`src/rtl/sbox_share_ctrl.sv`:
```
// -----------------------------------------------------------------------------
// sbox_share_ctrl
//
// Arbitrates one external 4-lane AES S-box between two requesters:
//   * the round datapath (SubBytes on a 128-bit state, issued as 4 beats of
//     4 bytes), and
//   * the key expansion (SubWord on a 32-bit word, issued as a single beat).
// Each requester has its own one-entry output buffer. A requester is only
// eligible while its buffer is empty, so a stalled consumer on one side never
// blocks the other side. A granted job always runs to completion.
//
// Parameters
//   SBOX_LAT        register stages inside the external S-box (0..2)
//
// Build option
//   SBOX_SHARE_FAIR_EN  when defined, simultaneous requests are served
//                       round-robin; otherwise the key requester always wins.
//
// Ports
//   clk, rst_n                    clock, asynchronous active-low reset
//   data_in_valid/ready, data_in  SubBytes request (128-bit state)
//   data_encrypt                  1 = forward S-box, 0 = inverse
//   data_out_valid/ready,data_out SubBytes result
//   key_in_valid/ready, key_in    SubWord request (32-bit word)
//   key_out_valid/ready, key_out  SubWord result
//   sbox_in, sbox_encrypt         lane inputs / mode to the shared S-box
//   sbox_out                      lane results, SBOX_LAT cycles after sbox_in
// -----------------------------------------------------------------------------
module sbox_share_ctrl #(
    parameter int SBOX_LAT = 0
) (
    input  logic         clk,
    input  logic         rst_n,

    input  logic         data_in_valid,
    output logic         data_in_ready,
    input  logic [127:0] data_in,
    input  logic         data_encrypt,
    output logic         data_out_valid,
    input  logic         data_out_ready,
    output logic [127:0] data_out,

    input  logic         key_in_valid,
    output logic         key_in_ready,
    input  logic [31:0]  key_in,
    output logic         key_out_valid,
    input  logic         key_out_ready,
    output logic [31:0]  key_out,

    output logic [31:0]  sbox_in,
    output logic         sbox_encrypt,
    input  logic [31:0]  sbox_out
);

    typedef enum logic [1:0] {
        IDLE  = 2'd0,
        ISSUE = 2'd1,
        DRAIN = 2'd2
    } state_t;

    // Depth of the capture-tag pipeline; at least one stage so the arrays are
    // always legal even when the S-box is purely combinational.
    localparam int PIPE_DEPTH = (SBOX_LAT > 0) ? SBOX_LAT : 1;
    localparam logic [1:0] DRAIN_LAST = 2'((SBOX_LAT > 0) ? SBOX_LAT - 1 : 0);

    state_t        state_reg, state_next;
    logic [1:0]    cnt_reg, cnt_next;       // beat index in ISSUE, drain count in DRAIN

    logic          job_key_reg;             // current job belongs to key expansion
    logic          mode_reg;                // S-box direction for the current job
    logic [127:0]  payload_reg;             // request payload captured at accept

    logic          key_elig, data_elig, in_idle;
    logic          grant_key, grant_data;
    logic          issue_valid, last_beat;

    // Tags travelling alongside the S-box pipeline so each result lands in
    // the right buffer slice when it emerges.
    logic          pipe_valid_reg [PIPE_DEPTH];
    logic          pipe_key_reg   [PIPE_DEPTH];
    logic [1:0]    pipe_beat_reg  [PIPE_DEPTH];
    logic          cap_valid, cap_key;
    logic [1:0]    cap_beat;

    // ------------------------------------------------------------------
    // Arbitration
    // ------------------------------------------------------------------
    assign key_elig  = key_in_valid  && !key_out_valid;
    assign data_elig = data_in_valid && !data_out_valid;
    // rst_n gates the grant so no ready is shown while reset is held.
    assign in_idle   = rst_n && (state_reg == IDLE);

`ifdef SBOX_SHARE_FAIR_EN
    logic prio_key_reg;                     // 1: key wins the next tie

    always_ff @(posedge clk or negedge rst_n) begin
        if (!rst_n) begin
            prio_key_reg <= 1'b1;
        end else if (grant_key) begin
            prio_key_reg <= 1'b0;
        end else if (grant_data) begin
            prio_key_reg <= 1'b1;
        end
    end

    assign grant_key  = in_idle && key_elig  && (!data_elig || prio_key_reg);
    assign grant_data = in_idle && data_elig && (!key_elig  || !prio_key_reg);
`else
    assign grant_key  = in_idle && key_elig;
    assign grant_data = in_idle && data_elig && !key_elig;
`endif

    assign key_in_ready  = grant_key;
    assign data_in_ready = grant_data;

    // ------------------------------------------------------------------
    // FSM
    // ------------------------------------------------------------------
    assign issue_valid = (state_reg == ISSUE);
    assign last_beat   = job_key_reg || (cnt_reg == 2'd3);

    always_ff @(posedge clk or negedge rst_n) begin
        if (!rst_n) begin
            state_reg <= IDLE;
            cnt_reg   <= 2'd0;
        end else begin
            state_reg <= state_next;
            cnt_reg   <= cnt_next;
        end
    end

    always_comb begin
        state_next = state_reg;
        cnt_next   = cnt_reg;
        case (state_reg)
            IDLE: begin
                if (grant_key || grant_data) begin
                    state_next = ISSUE;
                    cnt_next   = 2'd0;
                end
            end
            ISSUE: begin
                if (last_beat) begin
                    cnt_next   = 2'd0;
                    state_next = (SBOX_LAT == 0) ? IDLE : DRAIN;
                end else begin
                    cnt_next   = cnt_reg + 2'd1;
                end
            end
            DRAIN: begin
                if (cnt_reg == DRAIN_LAST) begin
                    state_next = IDLE;
                    cnt_next   = 2'd0;
                end else begin
                    cnt_next   = cnt_reg + 2'd1;
                end
            end
            default: begin
                state_next = IDLE;
                cnt_next   = 2'd0;
            end
        endcase
    end

    // S-box drive: zero when no beat is issued, forward mode when idle.
    always_comb begin
        sbox_in      = 32'd0;
        sbox_encrypt = 1'b1;
        if (issue_valid) begin
            sbox_encrypt = mode_reg;
            if (job_key_reg) begin
                sbox_in = payload_reg[31:0];
            end else begin
                sbox_in = payload_reg[{cnt_reg, 5'd0} +: 32];
            end
        end
    end

    // ------------------------------------------------------------------
    // Request capture at accept
    // ------------------------------------------------------------------
    always_ff @(posedge clk or negedge rst_n) begin
        if (!rst_n) begin
            job_key_reg <= 1'b0;
            mode_reg    <= 1'b1;
            payload_reg <= 128'd0;
        end else if (grant_key) begin
            job_key_reg <= 1'b1;
            mode_reg    <= 1'b1;            // key expansion always uses forward S-box
            payload_reg <= {96'd0, key_in};
        end else if (grant_data) begin
            job_key_reg <= 1'b0;
            mode_reg    <= data_encrypt;
            payload_reg <= data_in;
        end
    end

    // ------------------------------------------------------------------
    // Result tag pipeline, matched to the S-box latency
    // ------------------------------------------------------------------
    always_ff @(posedge clk or negedge rst_n) begin
        if (!rst_n) begin
            for (int i = 0; i < PIPE_DEPTH; i++) begin
                pipe_valid_reg[i] <= 1'b0;
                pipe_key_reg[i]   <= 1'b0;
                pipe_beat_reg[i]  <= 2'd0;
            end
        end else begin
            pipe_valid_reg[0] <= issue_valid;
            pipe_key_reg[0]   <= job_key_reg;
            pipe_beat_reg[0]  <= cnt_reg;
            for (int i = 1; i < PIPE_DEPTH; i++) begin
                pipe_valid_reg[i] <= pipe_valid_reg[i-1];
                pipe_key_reg[i]   <= pipe_key_reg[i-1];
                pipe_beat_reg[i]  <= pipe_beat_reg[i-1];
            end
        end
    end

    // With a combinational S-box the result is captured in the issue cycle.
    assign cap_valid = (SBOX_LAT == 0) ? issue_valid : pipe_valid_reg[PIPE_DEPTH-1];
    assign cap_key   = (SBOX_LAT == 0) ? job_key_reg : pipe_key_reg[PIPE_DEPTH-1];
    assign cap_beat  = (SBOX_LAT == 0) ? cnt_reg     : pipe_beat_reg[PIPE_DEPTH-1];

    // ------------------------------------------------------------------
    // Output buffers
    // ------------------------------------------------------------------
    always_ff @(posedge clk or negedge rst_n) begin
        if (!rst_n) begin
            data_out_valid <= 1'b0;
            data_out       <= 128'd0;
            key_out_valid  <= 1'b0;
            key_out        <= 32'd0;
        end else begin
            if (data_out_valid && data_out_ready) begin
                data_out_valid <= 1'b0;
            end
            if (key_out_valid && key_out_ready) begin
                key_out_valid <= 1'b0;
            end
            // A capture only happens for a job whose buffer was empty at
            // grant, so it never collides with a pending handshake.
            if (cap_valid) begin
                if (cap_key) begin
                    key_out       <= sbox_out;
                    key_out_valid <= 1'b1;
                end else begin
                    data_out[{cap_beat, 5'd0} +: 32] <= sbox_out;
                    if (cap_beat == 2'd3) begin
                        data_out_valid <= 1'b1;
                    end
                end
            end
        end
    end

endmodule

```
`config.mk`:
```
export PLATFORM = sky130hd
export DESIGN_NAME = sbox_share_ctrl
export DESIGN_NICKNAME = d
export VERILOG_FILES = /design/src/rtl/sbox_share_ctrl.sv
export SDC_FILE = /design/constraint.sdc
export NUM_CORES = 1
export LEC_CHECK = 0
export BUFFER_PORTS_ARGS = -buffer_cell sky130_fd_sc_hd__buf_4
export CELL_PAD_IN_SITES_DETAIL_PLACEMENT = 0
export CELL_PAD_IN_SITES_GLOBAL_PLACEMENT = 1
export CORE_MARGIN = 3
export CORE_UTILIZATION = 38
export CTS_BUF_LIST = sky130_fd_sc_hd__clkbuf_4 sky130_fd_sc_hd__clkbuf_8
export DETAILED_ROUTE_END_ITERATION = 12
export HOLD_SLACK_MARGIN = 0.03
export PLACE_DENSITY_LB_ADDON = 0.1
export SYNTH_ARGS = -nofsm -noshare
export SYNTH_HDL_FRONTEND = slang
export SYNTH_SLANG_ARGS = --single-unit
```
`constraint.sdc`:
```
create_clock -name clk -period 1.9 [get_ports clk]
set_input_delay 0.19 -clock clk [delete_from_list [all_inputs] [get_ports clk]]
set_output_delay 0.19 -clock clk [all_outputs]
set_load 0.1 [all_outputs]
```
### Yosys cells after proc, flatten, opt, wreduce, memory -nomap -nowiden

Index checks and enable logic that the tools add are counted.

* register bits after elaboration: 296
* bits of input ports: 199
* output and inout bits: 197
* word-level logic and storage cells: 65

* $add $sub $neg: 2
* eq/ne operators: 6
* shift operators: 3
* mux-type cells: 25
* bitwise logic cells: 1
* reduce and logical (&&, ||, !) cells: 19

Operator list (number)
* 2-to-1 mux 128 bit: 2
* bitwise mux 128 bit: 1
* variable shift 32 x 9 -> 128 bit, first input constant: 1
* variable part select 128 x 8 -> 32 bit: 1
* variable part select 32 x 9 -> 128 bit: 1
* 2-to-1 mux 32 bit: 2
* 2-to-1 mux 1 bit: 12
* 2-to-1 mux 2 bit: 6
* case mux 2 bit (3 select lines): 2
* negation 7 -> 9 bit: 1
* logical AND 1 bit: 8
* == test 2 bit, second input constant: 2
* zero test 2 bit: 2
* inequality test 2 bit, second input constant: 2
* AND reduction 2 bit: 2
* zero test 1 bit: 3
* AND reduction 3 bit: 1
* adder 2 x 1 -> 2 bit, second input constant: 1
* == test 2 x 1 -> 1 bit, second input constant: 1
* logical OR 1 bit: 2
* inequality test 2 x 1 -> 1 bit, second input constant: 1
* nonzero test 2 bit: 1
* inverter 1 bit: 1

### Depth between registers and ports, before layout

Gate-level depths: netlist of run 1.

* depth after elaboration: 7
* depth in mapped cells: 7
* mapped depth without buffers: 5

### Least setup slack after synthesis of run 1

OpenSTA, ideal clock, no wires.

* kind: flip-flop to flip-flop
* start point: register key_out_valid
* end point: register payload_reg[66]
* library setup time: 0.069 ns
* arrival time: 2.657 ns
* data required time: 1.831 ns
* slack: -0.826 ns
* stages on the path, launching flop included: 6
* path buffers: 1
* period minus slack after synthesis: 2.726 ns
* cell sequence: dfrtp_1 nand2b_1 nand3_1 inv_2 clkbuf_1 a22o_1

* longest elaborated chain between the ends: 5
* elaborated cells on any way between the ends: 7
* classes of those cells: mux: 1; reduce/logical: 6

RTL lines
* start, declared: line 46 `output logic key_out_valid,`
* start signal, assigned: line 232 `key_out_valid <= 1'b0;`
* start signal, assigned: line 239 `key_out_valid <= 1'b0;`
* start signal, assigned: line 246 `key_out_valid <= 1'b1;`
* zero test 1 bit: line 88 `assign key_elig = key_in_valid && !key_out_valid;`
* logical AND 1 bit: line 88
* zero test 1 bit: line 110 `assign grant_data = in_idle && data_elig && !key_elig;`
* logical AND 1 bit: line 110
* named net data_in_ready: line 36 `output logic data_in_ready,`
* nonzero test 2 bit (no line)
* end signal, assigned: line 190 `payload_reg <= {96'd0, key_in};`
* end signal, assigned: line 194 `payload_reg <= data_in;`
* end, declared: line 71 `logic [127:0] payload_reg;`

The timed path passes the listed nets, and every way through them passes these cells.
A chain may end at the register's enable or synchronous reset.

### Worst setup path after layout of run 1

* start point: register cnt_reg[1] (netlist: cap_beat[1])
* end point: output sbox_in[10]

* longest elaborated chain between the ends: 3

RTL lines
* start, declared: line 67 `logic [1:0] cnt_reg, cnt_next;`
* start signal, assigned: line 128 `cnt_reg <= cnt_next;`
* variable part select 128 x 8 -> 32 bit: line 174 `sbox_in = payload_reg[{cnt_reg, 5'd0} +: 32];`
* 2-to-1 mux 32 bit: line 171 `if (job_key_reg) begin`
* 2-to-1 mux 32 bit: line 169 `if (issue_valid) begin`
* end, declared: line 50 `output logic [31:0] sbox_in,`

No other way between the ends.

==> out/qor.txt, run 1 <==
Max-Cap Viols: 0
Top FF cell, synth: dfrtp_1
global-route wire length before repair: 63390 µm
mean area per synthesized cell: 13.93 µm²
startpoint types: flop
DR vias: 10.24k
die height: 185.0 µm
skew final: 0.01864 ns
CP endpoint kind: primary output
die extent in x: 185.0 µm
Peak VDD IR: 0.001460 V
htree depth: 2
switching part of the total: 0.4994
leakage: 9.366 nW
Detailed Route Iter0 Violations: 480
Crit path required time: 1.71 ns
fin worst setup slack: -0.4103 ns
status: finished, violations left
Clock Tree Root: clkbuf_8
WL per Instance: 21.58 µm
gr usage total: 0.2371
RSZ-0062 raised after global routing: true
post-synthesis register bit count: 295
Final period util: 1.216
Bufs on Longest Clock Path: 3
share of total power in sequential cells: 0.256
P&R area growth vs syn: 61.87%
Clk network pwr share: 0.166
Residual DRC: 0
initial antenna violation count: 2
Worst-Margin Slew: 0.8218 ns
placer's final routability congestion estimate: 0.8051
final hold vios: 0
Layout Cells excl Fill: 1948
Antenna Violating Nets Remaining: 0
Max Slew Vio Count: 0
final WL: 42030 µm
Ys Warns: 0
DR pass1 iterations: 4
setup TNS: -12.44 ns
CP arrival: 2.12 ns
clock sinks: 295
layout cells sized above 1: 0.4548
die area: 34220 µm²
Switch Pwr: 19.75 mW
core area: 31070 µm²
Netlist cell types: 35
io pins: 396
final setup fails: 34
register area share after synthesis: 0.6065
# rows: 64
Fmax achieved: 432.9 MHz
Congestion Overflow GR: 0
post-route minimum period: 2.310 ns
cts bufs inserted: 52
largest net degree at the start of global routing: 145
syn nets: 1079
Initial Util: 0.3918
violated checks: setup timing
kind of critical path: reg -> out
critical path fanouts, max: 8
worst skew pair latency: 0.57 ns
Post-DP HPWL: 26840 µm
# port buffers: 395
hold crit path type: in -> reg
cell-internal power: 19.80 mW
routed vias/inst: 5.256
max_slew headroom: 0.4521
Mapped Area: 12170 µm²
vias in the first global route: 10.97k
PD cells: 2007 nW/µm²
share of synthesized registers carrying an async set or reset: 1.000
number of enable flip-flop cells after synthesis: 0
Syn Inst Count: 874
logic gate share of total power: 0.578
NumNets Final: 1714
placed cell count: 1636
Reg clk slew, reported paths: 0.06 ns
TritonCTS clock tree: built
## area by class of cell
type	count	area, µm²
Tap cell	396	495.5
Fill cell	2383	11370
Clock inverter	10	155.1
Sequential cell	295	7388
Clock buffer	85	1032
Inverter	5	21.27
Multi-Input combinational cell	499	4472
Antenna cell	2	5.005
Timing Repair Buffer	656	6135
## critical path: stages (launching register included)
cell and delay (ns):
dfrtp_2 0.41, buf_12 0.13, nor2_2 0.04, o21a_4 0.23, buf_12 0.16, a221o_2 0.40, buf_12 0.18
## Yosys cell counts (all sizes together), types with 2 or more instances
master | instances | area share
clkbuf | 23 | 0.0071
inv | 5 | 0.0015
ha | 6 | 0.0062
nand3 | 2 | 0.00082
dfrtp | 294 | 0.60
o31ai | 2 | 0.0012
o221a | 32 | 0.030
a22o | 188 | 0.14
nor3 | 3 | 0.0016
nand2 | 7 | 0.0022
nand2b | 40 | 0.021
nor2 | 36 | 0.011
a221o | 32 | 0.026
mux2i | 32 | 0.026
and2b | 2 | 0.0012
a32o | 4 | 0.0033
buf | 52 | 0.028
nor2b | 34 | 0.017
nor4 | 4 | 0.0070
nand3b | 2 | 0.0023
o21ai | 4 | 0.0016
mux2 | 64 | 0.059
## per-stage QoR
stage	area (µm²)	power, mW	hold slack [ns]	setup WS [ns]	util
after floorplan	12220	25.88	-0.1056	0.007553	-
after global placement	15840	30.73	0.3581	0.1056	0.5099
after detailed placement	15840	30.88	0.3582	0.08045	0.5099
after CTS	19590	39.36	0.3213	-0.4277	0.6304
after global routing	19700	41.06	0.3576	-0.4823	0.6341
final	19700	39.55	0.3597	-0.4103	0.6342
## per-layer routing
layer | global-route usage | share of wire | vias up
met5 | 0 | 0.00048 | -
met4 | 0.07863 | 0.027 | 2
met3 | 0.05047 | 0.063 | 73
met2 | 0.3968 | 0.49 | 399
met1 | 0.3086 | 0.42 | 5159
li1 | - | - | 4605
## repair_timing
action,in CTS,in global routing
hold buffers,196,0
setup buffers,11,1
endpoints found under the hold margin,533,0
resized for setup,105,10
pin swaps,23,2
setup endpoints to repair,34,137
gates cloned,3,4
## power groups by stage
stage                     Combinational, mW  Sequential [mW]  Clock [mW]
after floorplan                        7.89             18.0           0
after global placement                 20.6             10.2           0
after detailed placement               20.7             10.1           0
after CTS                              22.6             10.1        6.71
after global routing                   23.6             10.4        7.04
final                                  22.9             10.1        6.56
## cells by family (layout without fill, tap and decap cells)
| logic type | after synthesis | in the layout | synth area share |
|---|---|---|---|
| compound gates | 265 | 265 | 0.1994 |
| fa+ha+maj | 6 | 6 | 0.006167 |
| buf+inv | 80 | 756 | 0.03659 |
| flops | 295 | 295 | 0.6065 |
| mux | 96 | 96 | 0.08552 |
| other cells | 0 | 2 | 0 |
| simple gates | 132 | 132 | 0.06578 |
## cells in the final DEF, fill, tap and decap left out, types with 2 or more instances in the layout
cell type      Yosys  routed
a221o_2            0      32
a22o_1           188     188
a32o_1             4       4
and2b_1            2       2
buf_12             0      40
buf_16             0       3
buf_4              6     396
buf_6             11       7
buf_8              0      10
bufinv_16          0       4
clkbuf_16          0       2
clkbuf_4           0      22
clkbuf_8           0      63
clkinv_2           0       4
clkinvlp_4         0       2
dfrtp_1          294     290
dfrtp_2            0       4
diode_2            0       2
dlygate4sd3_1      0     196
ha_1               6       5
inv_1              4       3
mux2_1             3       3
mux2_2            61      61
mux2i_1           32      31
nand2_1            7       6
nand2b_1          40      38
nand2b_4           0       2
nor2_1            36      35
nor2b_1           34      33
nor3_1             2       2
nor4_4             4       4
o21ai_0            4       3
o221a_2           32      32
o31ai_1            2       2
## path summary, 6_finish.rpt
kind                                   from                to  slack (ns)  depth (start not counted)
max                             cap_beat[1]       sbox_in[10]       -0.41                          6
min                           data_in_valid          mode_reg        0.36                          5
max reg2reg                    state_reg[0]   payload_reg[82]        0.08                          7
min reg2reg                payload_reg[126]  payload_reg[126]        0.50                          1
max in group asynchronous             rst_n   payload_reg[67]        0.23                          4
min in group asynchronous             rst_n       key_out[12]        0.40                          3
Power figures use the tool's default switching activity.
==> run 2, diff against run 1 <==
--- a/config.mk
+++ b/config.mk
@@ -8,6 +8,7 @@
 export BUFFER_PORTS_ARGS = -buffer_cell sky130_fd_sc_hd__buf_4
 export CELL_PAD_IN_SITES_DETAIL_PLACEMENT = 0
 export CELL_PAD_IN_SITES_GLOBAL_PLACEMENT = 1
+export CORE_ASPECT_RATIO = 0.6
 export CORE_MARGIN = 3
 export CORE_UTILIZATION = 38
 export CTS_BUF_LIST = sky130_fd_sc_hd__clkbuf_4 sky130_fd_sc_hd__clkbuf_8
==> run 2 against run 1 <==
Cell area up 0.79%. Clock skew down 0.0011 ns. Critical path type unchanged. Register-to-register slack lost 0.16 ns. Critical path depth increased by 1. Wire length grew 8.2%. Worst setup slack improved by 0.0044 ns. Cell count up 1.1%. Combinational power barely moved. The run still ends with setup timing left.
==> out/qor.txt, run 2 (synthesis gave the netlist of run 1 again) <==
status: finished, violations left
violated checks: setup timing
final WL: 45470 µm (+8.2%)
Fmax achieved: 433.7 MHz (+0.19%)
routed vias/inst: 5.321 (+1.3%)
Clock Tree Root: clkbuf_8
TritonCTS clock tree: built
final hold vios: 0 (unchanged)
final setup fails: 158 (+360%)
core area: 31340 µm² (+0.88%)
layout cells sized above 1: 0.4636 (+0.008733)
die height: 144.6 µm (-22%)
R2R Path End: data_out[110]
gr usage total: 0.2546 (+0.01752)
global-route wire length before repair: 67520 µm (+6.5%)
Reg clk slew, reported paths: 0.06 ns (about the same)
WL per Instance: 23.09 µm (+7.0%)
NumNets Final: 1719 (+0.29%)
initial antenna violation count: 3 (+1)
reg2reg setup slack: -0.08 ns (-0.16 ns)
commonest non-fill, non-tap cell in the layout: buf_4
register area: 7387 µm² (about the same)
crit path to: sbox_in[21]
Critical R2R Launch: cap_beat[0]
leakage: 9.407 nW (+0.44%)
path depth of the worst reg2reg path: 9 (+2)
# port buffers: 395 (unchanged)
Power Total: 39.15 mW (-1.0%)
Hold Startpoint: key_in_valid
DR pass1 iterations: 5 (+1)
Bufs on Longest Clock Path: 3 (unchanged)
PD cells: 1971 nW/µm² (-1.8%)
io pins: 396 (unchanged)
placer's final routability congestion estimate: 0.8317 (+3.3%)
Peak VDD IR: 0.001349 V (-7.6%)
Residual DRC: 0 (unchanged)
logic gate share of total power: 0.589 (+0.011)
most frequent cells in the layout: buf_4 (394), dfrtp_1 (291), dlygate4sd3_1 (196)
worst skew pair latency: 0.57 ns (about the same)
vias in the first global route: 10.97k (unchanged)
Detailed Route Iter0 Violations: 638 (+33%)
CP arrival: 2.12 ns (about the same)
Util after Layout: 0.6336 (about the same)
Post-DP HPWL: 27860 µm (+3.8%)
max_slew headroom: 0.4320 (-0.02015)
worst setup path startpoint: state_reg[0]
Clk network pwr share: 0.153 (-0.013)
largest net degree at the start of global routing: 149 (+2.8%)
kind of critical path: reg -> out
CP endpoint kind: primary output
Max-Cap Viols: 0 (unchanged)
P&R area growth vs syn: 63.14%
Max Slew Vio Count: 0 (unchanged)
DR vias: 10.48k (+2.3%)
die area: 34290 µm² (+0.20%)
Antenna Violating Nets Remaining: 0 (unchanged)
Final period util: 1.214 (-0.002336)
Crit path required time: 1.71 ns (about the same)
cell-internal power: 19.17 mW (-3.2%)
startpoint types: flop
htree depth: 2 (unchanged)
post-route minimum period: 2.306 ns (-0.004439 ns)
# rows: 50 (-22%)
Multi-input gate area: 4543 µm² (+1.6%)
clock sinks: 295 (unchanged)
Switch Pwr: 19.98 mW (+1.2%)
fin worst setup slack: -0.4058 ns (+0.004439 ns)
skew final: 0.01754 ns (-0.001105 ns)
die extent in x: 237.1 µm (+28%)
share of total power in sequential cells: 0.258 (+0.002)
switching part of the total: 0.5103 (+0.01093)
RSZ-0062 raised after global routing: true
cts bufs inserted: 47 (-9.6%)
Worst-Margin Slew: 0.8521 ns (+0.03023 ns)
critical path fanouts, max: 8 (unchanged)
Congestion Overflow GR: 0 (unchanged)
FILL cells: 2457 (+3.1%)
Initial Util: 0.3884 (-0.003410)
hold crit path type: in -> reg
## run 2: cell type report
cell class | count | area share
Timing Repair Buffer | 666 | 0.3181
Multi-Input combinational cell | 499 | 0.2288
Inverter | 5 | 0.001701
Antenna cell | 2 | 0.0002520
Clock buffer | 78 | 0.04933
Clock inverter | 8 | 0.003654
Sequential cell | 295 | 0.3720
Tap cell | 416 | 0.02621
## run 2: what timing repair did
action | CTS | global route
resized for setup | 101 | 33
endpoints found under the setup margin | 158 | 175
pin swaps | 7 | 2
endpoints found under the hold margin | 585 | 0
setup buffers | 17 | 11
hold buffers | 196 | 0
gates cloned | 8 | 4
## run 2: how the worst min path moves through the flow
stage	end	cells past startpoint
after floorplan	cap_beat[0]	0
after global placement	data_out_valid	2
after detailed placement	key_out_valid	2
after CTS	state_reg[0]	4
after global routing	state_reg[0]	4
final	state_reg[0]	4
## run 2: routing by layer
layer | track usage | vias to the layer above | share of wire
met5 | 0 | - | 0.00015
li1 | - | 4615 | -
met3 | 0.06423 | 61 | 0.068
met2 | 0.3818 | 364 | 0.45
met1 | 0.3715 | 5436 | 0.46
met4 | 0.06292 | 2 | 0.014
## run 2: power groups by stage
| stage | Sequential, mW | Clock [mW] | Combinational (mW) |
|---|---|---|---|
| after floorplan | 18.0 | 0 | 7.89 |
| after global placement | 10.1 | 0 | 20.7 |
| after detailed placement | 10.1 | 0 | 20.9 |
| after CTS | 10.0 | 6.16 | 22.8 |
| after global routing | 10.4 | 6.46 | 23.8 |
| final | 10.1 | 6.00 | 23.0 |
## run 2: through the flow
stage | area (µm²) | hold WS, ns | setup TNS, ns | cells | worst slack, ns
after floorplan | 12220 | -0.1056 | 0 | 874 | 0.007553
after global placement | 15810 | 0.3694 | -10.12 | 1648 | -0.1842
after detailed placement | 15810 | 0.3746 | -15.83 | 1648 | -0.2322
after CTS | 19560 | 0.1193 | -14.06 | 1953 | -0.4357
after global routing | 19860 | 0.1655 | -34.58 | 1969 | -0.4984
final | 19860 | 0.1727 | -18.21 | 1969 | -0.4058
## run 2: worst max-delay path: stages, from the launching register on
cell and delay [ns]:
dfrtp_1 0.39, buf_6 0.14, nand3b_1 0.10, buf_6 0.18, buf_12 0.17, nor2_1 0.07, a221o_2 0.34, buf_12 0.17
==> run 3, diff against run 2 <==
--- a/config.mk
+++ b/config.mk
@@ -5,12 +5,13 @@
 export SDC_FILE = /design/constraint.sdc
 export NUM_CORES = 1
 export LEC_CHECK = 0
+export ABC_AREA = 1
 export BUFFER_PORTS_ARGS = -buffer_cell sky130_fd_sc_hd__buf_4
 export CELL_PAD_IN_SITES_DETAIL_PLACEMENT = 0
 export CELL_PAD_IN_SITES_GLOBAL_PLACEMENT = 1
 export CORE_ASPECT_RATIO = 0.6
 export CORE_MARGIN = 3
-export CORE_UTILIZATION = 38
+export CORE_UTILIZATION = 35
 export CTS_BUF_LIST = sky130_fd_sc_hd__clkbuf_4 sky130_fd_sc_hd__clkbuf_8
 export DETAILED_ROUTE_END_ITERATION = 12
 export HOLD_SLACK_MARGIN = 0.03
==> run 3 against run 2 <==
The run still ends with setup timing left. Critical path depth stayed put. Global-route usage is 0.97 points lower. Non-clock buffer count is 12 lower. Clock skew is 0.0027 ns higher. Sequential share of layout area is 2.1 points lower. Critical endpoint is now sbox_in[25]. Via count is 30% higher. Register-to-register slack better by 0.15 ns. Highest routed layer is now met4. Fmax is 5.7% higher. Synthesized cell count is 100% higher. Area after synthesis is 11% higher. Hold slack worse by 0.10 ns.
==> out/qor.txt, run 3 <==
worst skew pair latency: 0.58 ns (about the same)
clock sinks: 295 (unchanged)
cell taking the most area after synthesis: dfrtp_1
gr usage total: 0.2449 (-0.009732)
io pins: 396 (unchanged)
cell area after layout: 21050 µm² (+6.0%)
worst-path cell chain: buf_12, nand2_1, nand3_2, nand2_1, nand2_1, nand2_2, buf_12
Crit path required time: 1.71 ns (about the same)
Antenna Violating Nets Remaining: 0 (unchanged)
CP endpoint kind: primary output
Detailed Route Iter0 Violations: 917 (+44%)
count leader, synth: nand2_1
CP Buf/Inv Count: 2 (-2)
Yosys top cell area share: 0.5451 (-0.05933)
skew final: 0.02022 ns (+0.002687 ns)
top cells by area, synth: dfrtp_1 (55%), nand2_1 (21%), inv_1 (5.3%)
Netlist cell types: 22 (-37%)
Post-Synth XOR/XNOR Area: 0 (unchanged)
vias in the first global route: 13.83k (+26%)
hold_ws: 0.07240 ns (-0.1003 ns)
Max Slew Vio Count: 0 (unchanged)
placed cell count: 2595 (+57%)
Post-DP HPWL: 32620 µm (+17%)
TritonCTS clock tree: built
most frequent cells in the layout: nand2_1 (725), buf_4 (394), dfrtp_1 (289)
# port buffers: 395 (unchanged)
Congestion Overflow GR: 0 (unchanged)
largest family of logic cells by synthesized area: simple AND/OR/NAND/NOR gates
cts bufs inserted: 48 (+2.1%)
Worst path max stage delay: 0.54 ns (+0.15 ns)
post-synthesis adder-cell area fraction: 0.005562 (-0.0006054)
Reg clk slew, reported paths: 0.06 ns (about the same)
commonest cells in the netlist: nand2_1 (762), dfrtp_1 (294), inv_1 (189)
post-synthesis register bit count: 295 (unchanged)
Max-Cap Viols: 0 (unchanged)
die area: 41030 µm² (+20%)
Residual DRC: 0 (unchanged)
violated checks: setup timing
layout cells sized above 1: 0.2558 (-0.2078)
htree depth: 2 (unchanged)
kind of critical path: reg -> out
Top FF cell, synth: dfrtp_1
max_slew headroom: 0.3960 (-0.03590)
P&R area growth vs syn: 55.97%
post-synthesis compound-gate area fraction: 0.08454 (-0.1149)
Syn Inst Count: 1752 (+100%)
final setup fails: 33 (-79%)
commonest non-fill, non-tap cell in the layout: nand2_1
Bufs on Longest Clock Path: 3 (unchanged)
final WL: 51340 µm (+13%)
DR pass1 iterations: 5 (unchanged)
Ys Warns: 0 (unchanged)
number of enable flip-flop cells after synthesis: 0 (unchanged)
RSZ-0062 raised after global routing: true
CP max-delay cell: dfrtp_4
# rows: 55 (+10%)
global-route wire length before repair: 78880 µm (+17%)
Simple-Gate Fraction of Synth Area: 0.2740 (+0.2082)
register area share after synthesis: 0.5470 (-0.05954)
hold crit path type: in -> reg
Mapped Area: 13500 µm² (+11%)
fin worst setup slack: -0.2823 ns (+0.1235 ns)
core area: 37850 µm² (+21%)
FILL cells: 3582 (+46%)
Final period util: 1.149 (-0.06502)
die height: 158.1 µm (+9.3%)
path depth of the worst reg2reg path: 8 (-1)
Clock Tree Root: clkbuf_8
share of synthesized registers carrying an async set or reset: 1.000 (unchanged)
worst hold stages: 5 (+1)
mux cell area share after synthesis: 0 (-0.08552)
startpoint types: flop
Initial Util: 0.3566 (-0.03176)
CP top delay family: flip-flops
Worst-Margin Slew: 0.9059 ns (+0.05386 ns)
DR vias: 13.67k (+30%)
WL per Instance: 17.70 µm (-23%)
Fmax achieved: 458.2 MHz (+5.7%)
largest net degree at the start of global routing: 158 (+6.0%)
final hold vios: 0 (unchanged)
critical path fanouts, max: 41 (+33)
post-route minimum period: 2.182 ns (-0.1235 ns)
Layout Cells excl Fill: 2900 (+47%)
die extent in x: 259.5 µm (+9.5%)
status: finished, violations left
placer's final routability congestion estimate: 0.8378 (+0.73%)
NumNets Final: 2555 (+49%)
routed vias/inst: 4.712 (-11%)
placed inst area: 17270 µm² (+9.2%)
Crit. path cell count: 7 (unchanged)
mean area per synthesized cell: 7.704 µm² (-45%)
syn nets: 1957 (+81%)
initial antenna violation count: 0 (-3)
CP arrival: 1.99 ns (-0.13 ns)
CP most frequent cell: nand2_1
[run 3: area by class of cell]
type                       count  area, µm²  area share
sequential                   295       7392      0.3511
timing repair buffer         654       6187      0.2939
multi-input combinational   1161       5082      0.2414
clock buffer                  78      948.4     0.04505
inverter                     190      730.7     0.03471
tap                          513      641.9     0.03049
clock inverter                 7      65.06    0.003090
antenna                        2      5.005   0.0002377
[run 3: worst register-to-register path, cell delays in order (launching register included)]
cell	delay [ns]
dfrtp_2	0.46
nor2_4	0.20
nand2_4	0.09
nor2_4	0.12
buf_4	0.12
buf_4	0.13
buf_12	0.27
nand2_1	0.25
o21ai_1	0.11
[run 3: path summary, 6_finish.rpt]
check	end	slack [ns]	startpoint
setup / recovery	sbox_in[25]	-0.28	cap_beat[0]
hold / removal	payload_reg[0]	0.07	key_in[0]
setup reg to reg	payload_reg[57]	0.07	state_reg[0]
hold reg to reg	data_out[79]	0.48	data_out[79]
max in group asynchronous	key_out_valid	0.83	rst_n
min in group asynchronous	data_out[13]	0.25	rst_n
[run 3: stage by stage]
step           utilization  TNS, ns  worst slack, ns
6_report            0.5562   -7.392          -0.2823
5_1_grt             0.5561   -11.22          -0.3763
4_1_cts             0.5522   -9.263          -0.3231
3_5_place_dp        0.4562        0           0.1257
3_3_place_gp        0.4562        0           0.1141
2_1_floorplan            -  -0.1174          -0.1174
[run 3: cell families after synthesis]
logic type	Yosys count
flops	295
buf+inv	296
fa+ha+maj	6
simple gates	927
compound gates	228
[run 3: per-layer routing]
metal	share of wire	global-route usage	wire length (µm)
met1	0.47	0.3429	23980
met2	0.45	0.3823	23000
met3	0.049	0.04189	2502
met4	0.036	0.09355	1854
met5	0	0	0
[run 3: repair_timing]
action                     4_1_cts  5_1_grt
cloned                           3        2
setup buffers                   11        7
hold buffers                   195        0
setup endpoints to repair       34      109
gates resized for setup        125       12
hold endpoints to repair       574        0
pin swaps                        5        5
Power of run 3 is not shown: default switching activity piles up to over one toggle a cycle in this logic, so the estimate is an artifact.
